`config.mk`:
```
export PLATFORM = sky130hd
export DESIGN_NAME = nmos_cmp_sequencer
export DESIGN_NICKNAME = d
export VERILOG_FILES = /design/src/rtl/nmos_cmp_sequencer_pkg.sv /design/src/rtl/nmos_phase_ctr.sv /design/src/rtl/nmos_cmp_sequencer.sv
export SDC_FILE = /design/constraint.sdc
export NUM_CORES = 1
export LEC_CHECK = 0
export BUFFER_PORTS_ARGS = -buffer_cell sky130_fd_sc_hd__buf_2
export CORE_UTILIZATION = 30
export CTS_BUF_LIST = sky130_fd_sc_hd__clkbuf_4 sky130_fd_sc_hd__clkbuf_8
export DETAILED_ROUTE_END_ITERATION = 8
export HOLD_SLACK_MARGIN = 0.06
export PLACE_DENSITY = 0.63
export SETUP_SLACK_MARGIN = 0.02
export SLEW_MARGIN = 30
export SYNTH_ARGS = -nofsm -noshare
export SYNTH_HDL_FRONTEND = slang
export SYNTH_HIERARCHICAL = 1
export SYNTH_SLANG_ARGS = --single-unit
```
`constraint.sdc`:
```
create_clock -name main_clk -period 2 [get_ports main_clk]
set_clock_uncertainty 0.1 [all_clocks]
set_input_delay 0.2 -clock main_clk [delete_from_list [all_inputs] [get_ports main_clk]]
set_output_delay 0.2 -clock main_clk [all_outputs]
set_load 0.02 [all_outputs]
```
`src/rtl/nmos_cmp_sequencer_pkg.sv`:
```
// Shared FSM encodings and parameter legality helper for the compare-latch sequencer.
package nmos_cmp_sequencer_pkg;

  typedef enum logic [2:0] {
    ST_IDLE    = 3'd0,
    ST_ARM     = 3'd1,
    ST_WAIT_C1 = 3'd2,
    ST_XFER    = 3'd3,
    ST_SETTLE  = 3'd4
  } seq_state_e;

  // Two non-overlapping strobes need an even period with room between them.
  function automatic bit period_ok(input int period);
    return (period >= 4) && ((period % 2) == 0);
  endfunction

endpackage

```
`src/rtl/nmos_phase_ctr.sv`:
```
// Free-running phase counter: emits registered phi1/phi2 strobes and the
// combinational pre-strobe flags the sequencer uses to line up LD and C1.
module nmos_phase_ctr
  import nmos_cmp_sequencer_pkg::*;
#(
  parameter int PERIOD = 8
) (
  input  logic main_clk,
  input  logic main_rst,
  output logic phi1_o,
  output logic phi2_o,
  output logic pre_phi1_o,
  output logic pre_phi2_o
);

  if (!period_ok(PERIOD)) begin : g_bad_period
    $error("nmos_phase_ctr: PERIOD must be even and >= 4");
  end

  localparam int CW = $clog2(PERIOD);
  localparam logic [CW-1:0] LAST = CW'(PERIOD - 1);
  localparam logic [CW-1:0] HALF = CW'(PERIOD / 2 - 1);

  logic [CW-1:0] cnt_q;
  logic [CW-1:0] cnt_d;

  always_comb begin
    cnt_d = cnt_q + 1'b1;
    if (cnt_q == LAST) cnt_d = '0;
  end

  assign pre_phi1_o = (cnt_q == LAST);
  assign pre_phi2_o = (cnt_q == HALF);

  always_ff @(posedge main_clk) begin
    if (main_rst) begin
      cnt_q  <= '0;
      phi1_o <= 1'b0;
      phi2_o <= 1'b0;
    end else begin
      cnt_q  <= cnt_d;
      phi1_o <= pre_phi1_o;
      phi2_o <= pre_phi2_o;
    end
  end

endmodule

```
`src/rtl/nmos_cmp_sequencer.sv`:
```
// Control stage for a chain of compare-latch cells: loads DB/VV, fires LD on
// phi2 and C1 on the following phi1, then samples the chain's EQO tail.
module nmos_cmp_sequencer
  import nmos_cmp_sequencer_pkg::*;
#(
  parameter int WIDTH  = 8,
  parameter int PERIOD = 8
) (
  input  logic             main_clk,
  input  logic             main_rst,
  input  logic             req_i,
  input  logic [WIDTH-1:0] data_i,
  input  logic [WIDTH-1:0] pat_i,
  output logic             ack_o,
  output logic             phi1_o,
  output logic             phi2_o,
  output logic [WIDTH-1:0] db_o,
  output logic [WIDTH-1:0] vv_o,
  output logic             ld_o,
  output logic             c1_o,
  input  logic             eq_i,
  output logic             done_o,
  output logic             match_o
);

  logic pre_phi1;
  logic pre_phi2;

  nmos_phase_ctr #(
    .PERIOD(PERIOD)
  ) u_phase (
    .main_clk  (main_clk),
    .main_rst  (main_rst),
    .phi1_o    (phi1_o),
    .phi2_o    (phi2_o),
    .pre_phi1_o(pre_phi1),
    .pre_phi2_o(pre_phi2)
  );

  seq_state_e       state_q;
  logic             ack_q;
  logic             ld_q;
  logic             c1_q;
  logic             done_q;
  logic             match_q;
  logic [WIDTH-1:0] db_q;
  logic [WIDTH-1:0] vv_q;

  // Pre-strobe flags are used so LD/C1 land in the same cycle as phi2/phi1.
  always_ff @(posedge main_clk) begin
    if (main_rst) begin
      state_q <= ST_IDLE;
      ack_q   <= 1'b0;
      ld_q    <= 1'b0;
      c1_q    <= 1'b0;
      done_q  <= 1'b0;
      match_q <= 1'b0;
      db_q    <= '0;
      vv_q    <= '0;
    end else begin
      ack_q  <= 1'b0;
      ld_q   <= 1'b0;
      c1_q   <= 1'b0;
      done_q <= 1'b0;
      unique case (state_q)
        ST_IDLE: begin
          if (req_i) begin
            db_q    <= data_i;
            vv_q    <= pat_i;
            ack_q   <= 1'b1;
            state_q <= ST_ARM;
          end
        end
        ST_ARM: begin
          if (pre_phi2) begin
            ld_q    <= 1'b1;
            state_q <= ST_WAIT_C1;
          end
        end
        ST_WAIT_C1: begin
          if (pre_phi1) begin
            c1_q    <= 1'b1;
            state_q <= ST_XFER;
          end
        end
        ST_XFER: state_q <= ST_SETTLE;
        ST_SETTLE: begin
          // Cells transferred at the end of the C1 cycle; EQO is settled now.
          match_q <= eq_i;
          done_q  <= 1'b1;
          state_q <= ST_IDLE;
        end
        default: state_q <= ST_IDLE;
      endcase
    end
  end

  assign ack_o   = ack_q;
  assign ld_o    = ld_q;
  assign c1_o    = c1_q;
  assign done_o  = done_q;
  assign match_o = match_q;
  assign db_o    = db_q;
  assign vv_o    = vv_q;

endmodule
```
======== Word level (Yosys, flattened, before mapping) ========
Cells that the tools add are included.
cells by class
  mux-type cells .......................... 8
  add/sub/neg operators ................... 1
  eq/ne operators ......................... 9
  reductions and logical operators ........ 7
  bitwise logic cells ..................... 3
operator list
  cell                                                             count
  3-bit one-hot mux with 4 select lines                            1
  3-bit by 2-bit == test with 1-bit output, second input constant  3
  3-bit two-way mux                                                3
  2-bit OR reduction                                               4
  3-bit == test, second input constant                             2
  2-bit inequality test, second input constant                     3
  1-bit two-way mux                                                4
  3-bit by 1-bit adder with 3-bit output, second input constant    1
  3-bit by 1-bit == test with 1-bit output, second input constant  1
  3-bit zero test                                                  1
  1-bit inverter                                                   3
  3-bit AND reduction                                              1
  2-bit AND reduction                                              1
storage, ports and cells
  output and inout port bits .............. 23
  input port bits ......................... 20
  word-level logic and storage cells ...... 39
  register bits after elaboration ......... 29

======== Depth between registers and ports, before layout ========
Gate-level depths: netlist of the first run.
  depth in word-level cells ............... 3
  depth in mapped cells ................... 5
  mapped depth without buffers ............ 5

======== Hierarchy ========
Netlist of the first run, hierarchy kept.
by module, submodules not included
  module              sequential area each (µm²)  cells each  instances  area an instance (µm²)
  nmos_cmp_sequencer  480.5                       95          1          885.8
  nmos_phase_ctr      100.1                       14          1          176.4

======== Worst setup path before layout of the first run ========
Ideal clock, no wire load.
  kind .................................... register to register
  start point ............................. register state_q[2]
  end point ............................... register vv_q[5] (netlist: vv_o[5])
  path buffers ............................ 2
  cell stages (with the launch flop) ...... 6
  clock period less this slack ............ 1495 ps
  library setup time ...................... 132 ps
  path slack .............................. 505 ps
  arrival ................................. 1263 ps
  required time ........................... 1768 ps
  cell sequence ........................... dfxtp_1 > or4b_1 > buf_6 > buf_8 > nand2_2 > a21oi_1
on the way
  longest elaborated chain between the ends .. 2
RTL lines
  element                               RTL line                  text
  start: declaration                    nmos_cmp_sequencer.sv:40  seq_state_e state_q;
  start signal: assignment              nmos_cmp_sequencer.sv:52  state_q <= ST_IDLE;
  start signal: assignment              nmos_cmp_sequencer.sv:71  state_q <= ST_ARM;
  start signal: assignment              nmos_cmp_sequencer.sv:77  state_q <= ST_WAIT_C1;
  3-bit zero test                       nmos_cmp_sequencer.sv:65  unique case (state_q)
  2-bit AND reduction (no source line)  n/a
  end signal: assignment                nmos_cmp_sequencer.sv:69  vv_q <= pat_i;
  end: declaration                      nmos_cmp_sequencer.sv:47  logic [WIDTH-1:0] vv_q;
Every way passes these cells.
A chain may end at the register's enable or synchronous reset.

======== Worst setup path after layout of the first run ========
  start point ............................. register state_q[1]
  end point ............................... register vv_q[2] (netlist: vv_o[2])
Same word-level chain as after synthesis.

==> results by group, run 1 <==
Status
  – Status: complete, no violations

Placement
  – DP Area: 1280 µm²
  – Placed insts: 193
  – I/O Buffers: 42
  – Placer congestion estimate: 0.684
  – Hpwl dp: 1500 µm

Routing
  – Residual DRC: 0
  – Vias: 954
  – M1 WL: 949 µm
  – Vias per inst: 4.40
  – Wire length per cell: 10.5 µm
  – Detail Route Antenna Nets: 0
  – Drt first pass iters: 4
  – Final WL: 2270 µm
  – Top Layer Used: met4
  – Met2 wire len: 1110 µm
  – Wire length on met3: 172 µm
  – DR iter-0 viols: 35

Layout
  – Final cell area excluding filler cells: 1510 µm²
  – Antenna cells: 0
  – Most frequent cells in the layout: 42 x buf_2, 31 x nand2_1, 29 x dfxtp_1
  – Fin nets: 194
  – Post-Layout Cell Count: 217
  – Most common cell after layout, fill and taps aside: buf_2
  – Area growth syn-to-layout: 42.0%
  – Fillers: 357
  – Share of layout cells above drive strength 1: 0.316

Worst setup path
  – R2R setup slack: 280 ps
  – Reg-to-Reg End: vv_o[2]
  – Crit path capture: vv_o[2]
  – RR Startpoint: state_q[1]
  – CP Max Fanout: 17
  – Crit path DAT: 1800 ps
  – Crit path launch: state_q[1]
  – Worst Setup End Kind: register
  – Setup Crit Path Kind: register to register
  – Crit path launch type: register
  – R2R cell count: 3
  – CP required: 2080 ps

GRT
  – Pin count of the biggest net entering global routing: 30
  – Total GRT Usage: 0.132
  – Vias in the first global route: 894
  – Initial antenna violation count: 0
  – First-pass GRT wire length: 3500 µm
  – Grt total ovfl: 0

STA
  – Final hold viol count: 0
  – Final worst-path cycle share: 0.859
  – Hold_ws: 204 ps
  – Fin crit period: 1720 ps
  – Final setup vio count: 0
  – FMAX: 582 MHz
  – Setup_tns: 0 ps
  – Worst relative slew slack: 0.633
  – Unrepaired setup endpoints after global routing: false
  – Tightest Pin Transition: 551 ps
  – Pins Over Slew Limit: 0

Logic synthesis
  – Yosys warns: 6
  – Post-synthesis register bit count: 29
  – Syn Nets: 132
  – Syn Inst Count: 109
  – Synth unique cells: 24
  – Cell Area, Synth: 1060 µm²
  – Mean area per synthesized cell: 9.75 µm²
  – Register area share after synthesis: 0.547

Die
  – Die Height: 61.5 µm
  – Die area: 3780 µm²
  – Core Rows: 21
  – Number of I/O pins: 43
  – Initial core utilization: 0.316
  – CORE AREA: 3360 µm²
  – Die Wd: 61.5 µm

CTS
  – Worst skew pair latency: 320 ps
  – CTS tree: built
  – Sink Count: 29
  – H-tree depth: 2
  – Clock Tree Buf Depth: 2
  – Total CTS buffers: 5
  – Clk pin slew, worst setup/hold paths: 90 ps
  – Clk root buf: clkbuf_4

Worst hold path
  – Hold/Removal Path Class: input pin to register

Power
  – Power Dens Cells: 777 nW/µm²
  – LEAKAGE: 0.687 nW
  – Peak VDD IR: 0.377 mV

Run
  – Max Cap Viol: 0
==> cells by family (layout without fill, tap and decap cells) <==
kind of cell	count (synthesis)	in the layout	share of synthesized area
and+or+nand+nor	52	52	0.260
AOI/OAI and AO/OA	18	18	0.0907
DFF	29	29	0.547
adders and majority gates	3	3	0.0353
muxes	1	1	0.00942
buffers and inverters	6	68	0.0577
==> through the flow <==
step,power [W],util,setup slack [ps]
final,0.00117,0.449,283
after global routing,0.00124,0.449,173
after CTS,0.00119,0.449,280
after detailed placement,0.000796,0.381,288
after global placement,0.000790,0.381,339
after floorplan,0.000750,-,505
==> per-layer routing <==
metal  vias up  global-route usage
met1       424               0.131
li1        491                   -
met5         -                   0
met3         6              0.0651
met4         0              0.0571
met2        33               0.232
==> critical path: stages, from the launching register on <==
cell and delay [ps]:
dfxtp_1 410, or4b_1 820, nand2_1 170, a21oi_1 70
==> synthesized netlist by cell type <==
cell,n,area share
nand3b_1,1,0.0071
dfxtp_1,29,0.55
clkbuf_8,2,0.026
a2111oi_0,1,0.0082
nor3_1,4,0.019
nor3b_2,1,0.012
a211oi_1,1,0.0071
a21oi_1,16,0.075
nor3b_1,1,0.0071
nand2_1,31,0.11
and4bb_2,1,0.012
nor4b_4,1,0.022
nand2_2,1,0.0059
inv_1,1,0.0035
nor2_1,2,0.0071
nor2b_1,5,0.029
nor4b_1,1,0.0082
ha_1,3,0.035
nand2b_1,2,0.012
or4b_1,1,0.0094
clkbuf_1,1,0.0035
buf_8,1,0.014
buf_6,1,0.011
mux2i_1,1,0.0094
==> worst min-delay path by stage <==
stage                     start  cells past startpoint                to  slack [ps]
2_1_floorplan          main_rst                      1  u_phase/cnt_q[1]         170
3_3_place_gp   u_phase/cnt_q[0]                      1  u_phase/cnt_q[0]         320
3_5_place_dp   u_phase/cnt_q[0]                      1  u_phase/cnt_q[0]         330
4_1_cts                   req_i                      4           vv_o[7]         180
5_1_grt                   req_i                      4           vv_o[3]         210
6_report                  req_i                      4           vv_o[7]         200
==> registers in the layout, indices dropped and copies added, names as in the netlist <==
register / count
u_phase/phi2_o: 1
vv_o: 8
ack_o: 1
db_o: 8
ld_o: 1
u_phase/phi1_o: 1
state_q: 3
match_o: 1
done_o: 1
u_phase/cnt_q: 3
c1_o: 1
==> power breakdown <==
group	internal, W	switching [W]	total, W
Sequential	0.000609	0.0000193	0.000628
Combinational	0.0000831	0.0000952	0.000178
Clock	0.000179	0.000186	0.000365
Total	0.000871	0.000301	0.00117
==> cell type report <==
cell class	instances	area, µm²	area share
flip-flops and latches	29	581	0.385
multi-input cells	74	420	0.279
repair buffers	60	388	0.257
clock buffers	7	58.8	0.0390
well taps	46	57.6	0.0381
inverters	1	3.75	0.00249
==> timing repair <==
item                      CTS  global route
buffers inserted            0             0
gates resized for setup     0             0
hold buffers               17             0
hold endpoints to repair   17             0
Power figures use the tool's default switching activity.
==> inputs of run 2 (changes only) <==
- RECOVER_POWER: not set -> 50
==> results by group, run 2 (synthesized netlist as in run 1, its figures left out) <==
Status
  – Status: complete, no violations

Layout
  – Register Area: 581 µm²
  – Most common cell after layout, fill and taps aside: nand2_1
  – Share of layout cells above drive strength 1: 0.181
  – Fillers: 363
  – Most frequent cells in the layout: 31 x nand2_1, 29 x dfxtp_1, 23 x clkbuf_1
  – Multi-input combinational cell area: 420 µm²
  – Post-Layout Cell Count: 217
  – Area growth syn-to-layout: 39.3%
  – Antenna cells: 0
  – Fin nets: 194
  – Final Util: 0.440

STA
  – Pins Over Slew Limit: 0
  – Fin crit period: 1730 ps
  – Tightest Pin Transition: 577 ps
  – Setup_tns: 0 ps
  – PnR worst setup slack: 266 ps
  – Final setup vio count: 0
  – FMAX: 577 MHz
  – Final hold viol count: 0
  – Worst relative slew slack: 0.615
  – Final worst-path cycle share: 0.867
  – Unrepaired setup endpoints after global routing: false

Routing
  – Vias per inst: 4.45
  – Wire length per cell: 10.5 µm
  – Detail Route Antenna Nets: 0
  – Drt first pass iters: 4
  – DR iter-0 viols: 49
  – Vias: 965
  – Residual DRC: 0
  – Final WL: 2290 µm

Placement
  – Place WS: 288 ps
  – Placed insts: 193
  – I/O Buffers: 42
  – Hpwl dp: 1500 µm
  – Placer congestion estimate: 0.684

CTS
  – Clk root buf: clkbuf_4
  – Post-CTS Setup Bufs: 0
  – CTS tree: built
  – Clock Tree Buf Depth: 2
  – Clk pin slew, worst setup/hold paths: 90 ps
  – H-tree depth: 2
  – Worst skew pair latency: 320 ps
  – Total CTS buffers: 5
  – Sink Count: 29

Die
  – CORE AREA: 3360 µm²
  – Die Height: 61.5 µm
  – Core Rows: 21
  – Number of I/O pins: 43
  – Die Wd: 61.5 µm
  – Initial core utilization: 0.316
  – Die area: 3780 µm²

GRT
  – Met2 Usage GRT: 0.232
  – Met3 GRT Util: 0.0651
  – Grt total ovfl: 0
  – Top Usage Layer GRT: met2
  – Met1 Use GR: 0.131
  – Total GRT Usage: 0.132
  – Pin count of the biggest net entering global routing: 30
  – Initial antenna violation count: 0
  – Vias in the first global route: 894
  – First-pass GRT wire length: 3500 µm

Worst hold path
  – Hold Path Stages: 4
  – Hold/Removal Path Class: input pin to register

Worst setup path
  – CP Max Fanout: 17
  – Worst Setup End Kind: register
  – Crit path DAT: 1820 ps
  – Setup Crit Path Kind: register to register
  – R2R setup slack: 270 ps
  – Crit path launch type: register
  – CP required: 2080 ps
  – R2R cell count: 3

Power
  – LEAKAGE: 0.593 nW
  – Peak VDD IR: 0.376 mV
  – Power Dens Cells: 789 nW/µm²

Run
  – Max Cap Viol: 0
run 2: changes by cell type in the layout (fill, tap and decap cells not counted), sizes merged:
cell / change
buf: -23
clkbuf: +23
run 2: timing repair:
| item | 4_1_cts | 5_1_grt |
|---|---|---|
| hold endpoints to repair | 17 | 0 |
| resized for setup | 0 | 0 |
| hold buffers | 17 | 0 |
| setup endpoints to repair | 0 | 0 |
run 2: worst paths after layout:
check                   startpoint                to
setup / recovery        state_q[1]           vv_o[2]
hold / removal               req_i           vv_o[1]
hold reg to reg   u_phase/cnt_q[0]  u_phase/cnt_q[0]
setup reg to reg        state_q[1]           vv_o[2]
run 2: area by class of cell:
type                    instances  area share
repair buffers                 60       0.243
well taps                      46      0.0389
flip-flops and latches         29       0.392
multi-input cells              74       0.284
inverters                       1     0.00254
clock buffers                   7      0.0397
run 2: routing by layer:
metal	part of all wire	vias up	wire [µm]
li1	-	492	-
met1	0.41	433	948
met2	0.49	34	1110
met3	0.083	6	190
met4	0.016	0	37
met5	0	-	0
run 2: through the flow:
| stage | cell area (µm²) | power [W] | hold slack (ps) |
|---|---|---|---|
| after floorplan | 1060 | 0.000750 | 171 |
| final | 1480 | 0.00117 | 200 |
| after CTS | 1510 | 0.00119 | 183 |
| after global placement | 1280 | 0.000790 | 319 |
| after global routing | 1480 | 0.00123 | 209 |
| after detailed placement | 1280 | 0.000796 | 329 |
run 2: worst max-delay path: stages, from the launching register on:
cell and delay (ps):
dfxtp_1 410, or4b_1 840, nand2_1 180, a21oi_1 70
run 2: where the power goes:
| part | internal (W) | switching (W) | total [W] |
|---|---|---|---|
| logic | 0.0000765 | 0.0000957 | 0.000172 |
| registers | 0.000609 | 0.0000200 | 0.000629 |
| clock network | 0.000179 | 0.000187 | 0.000366 |
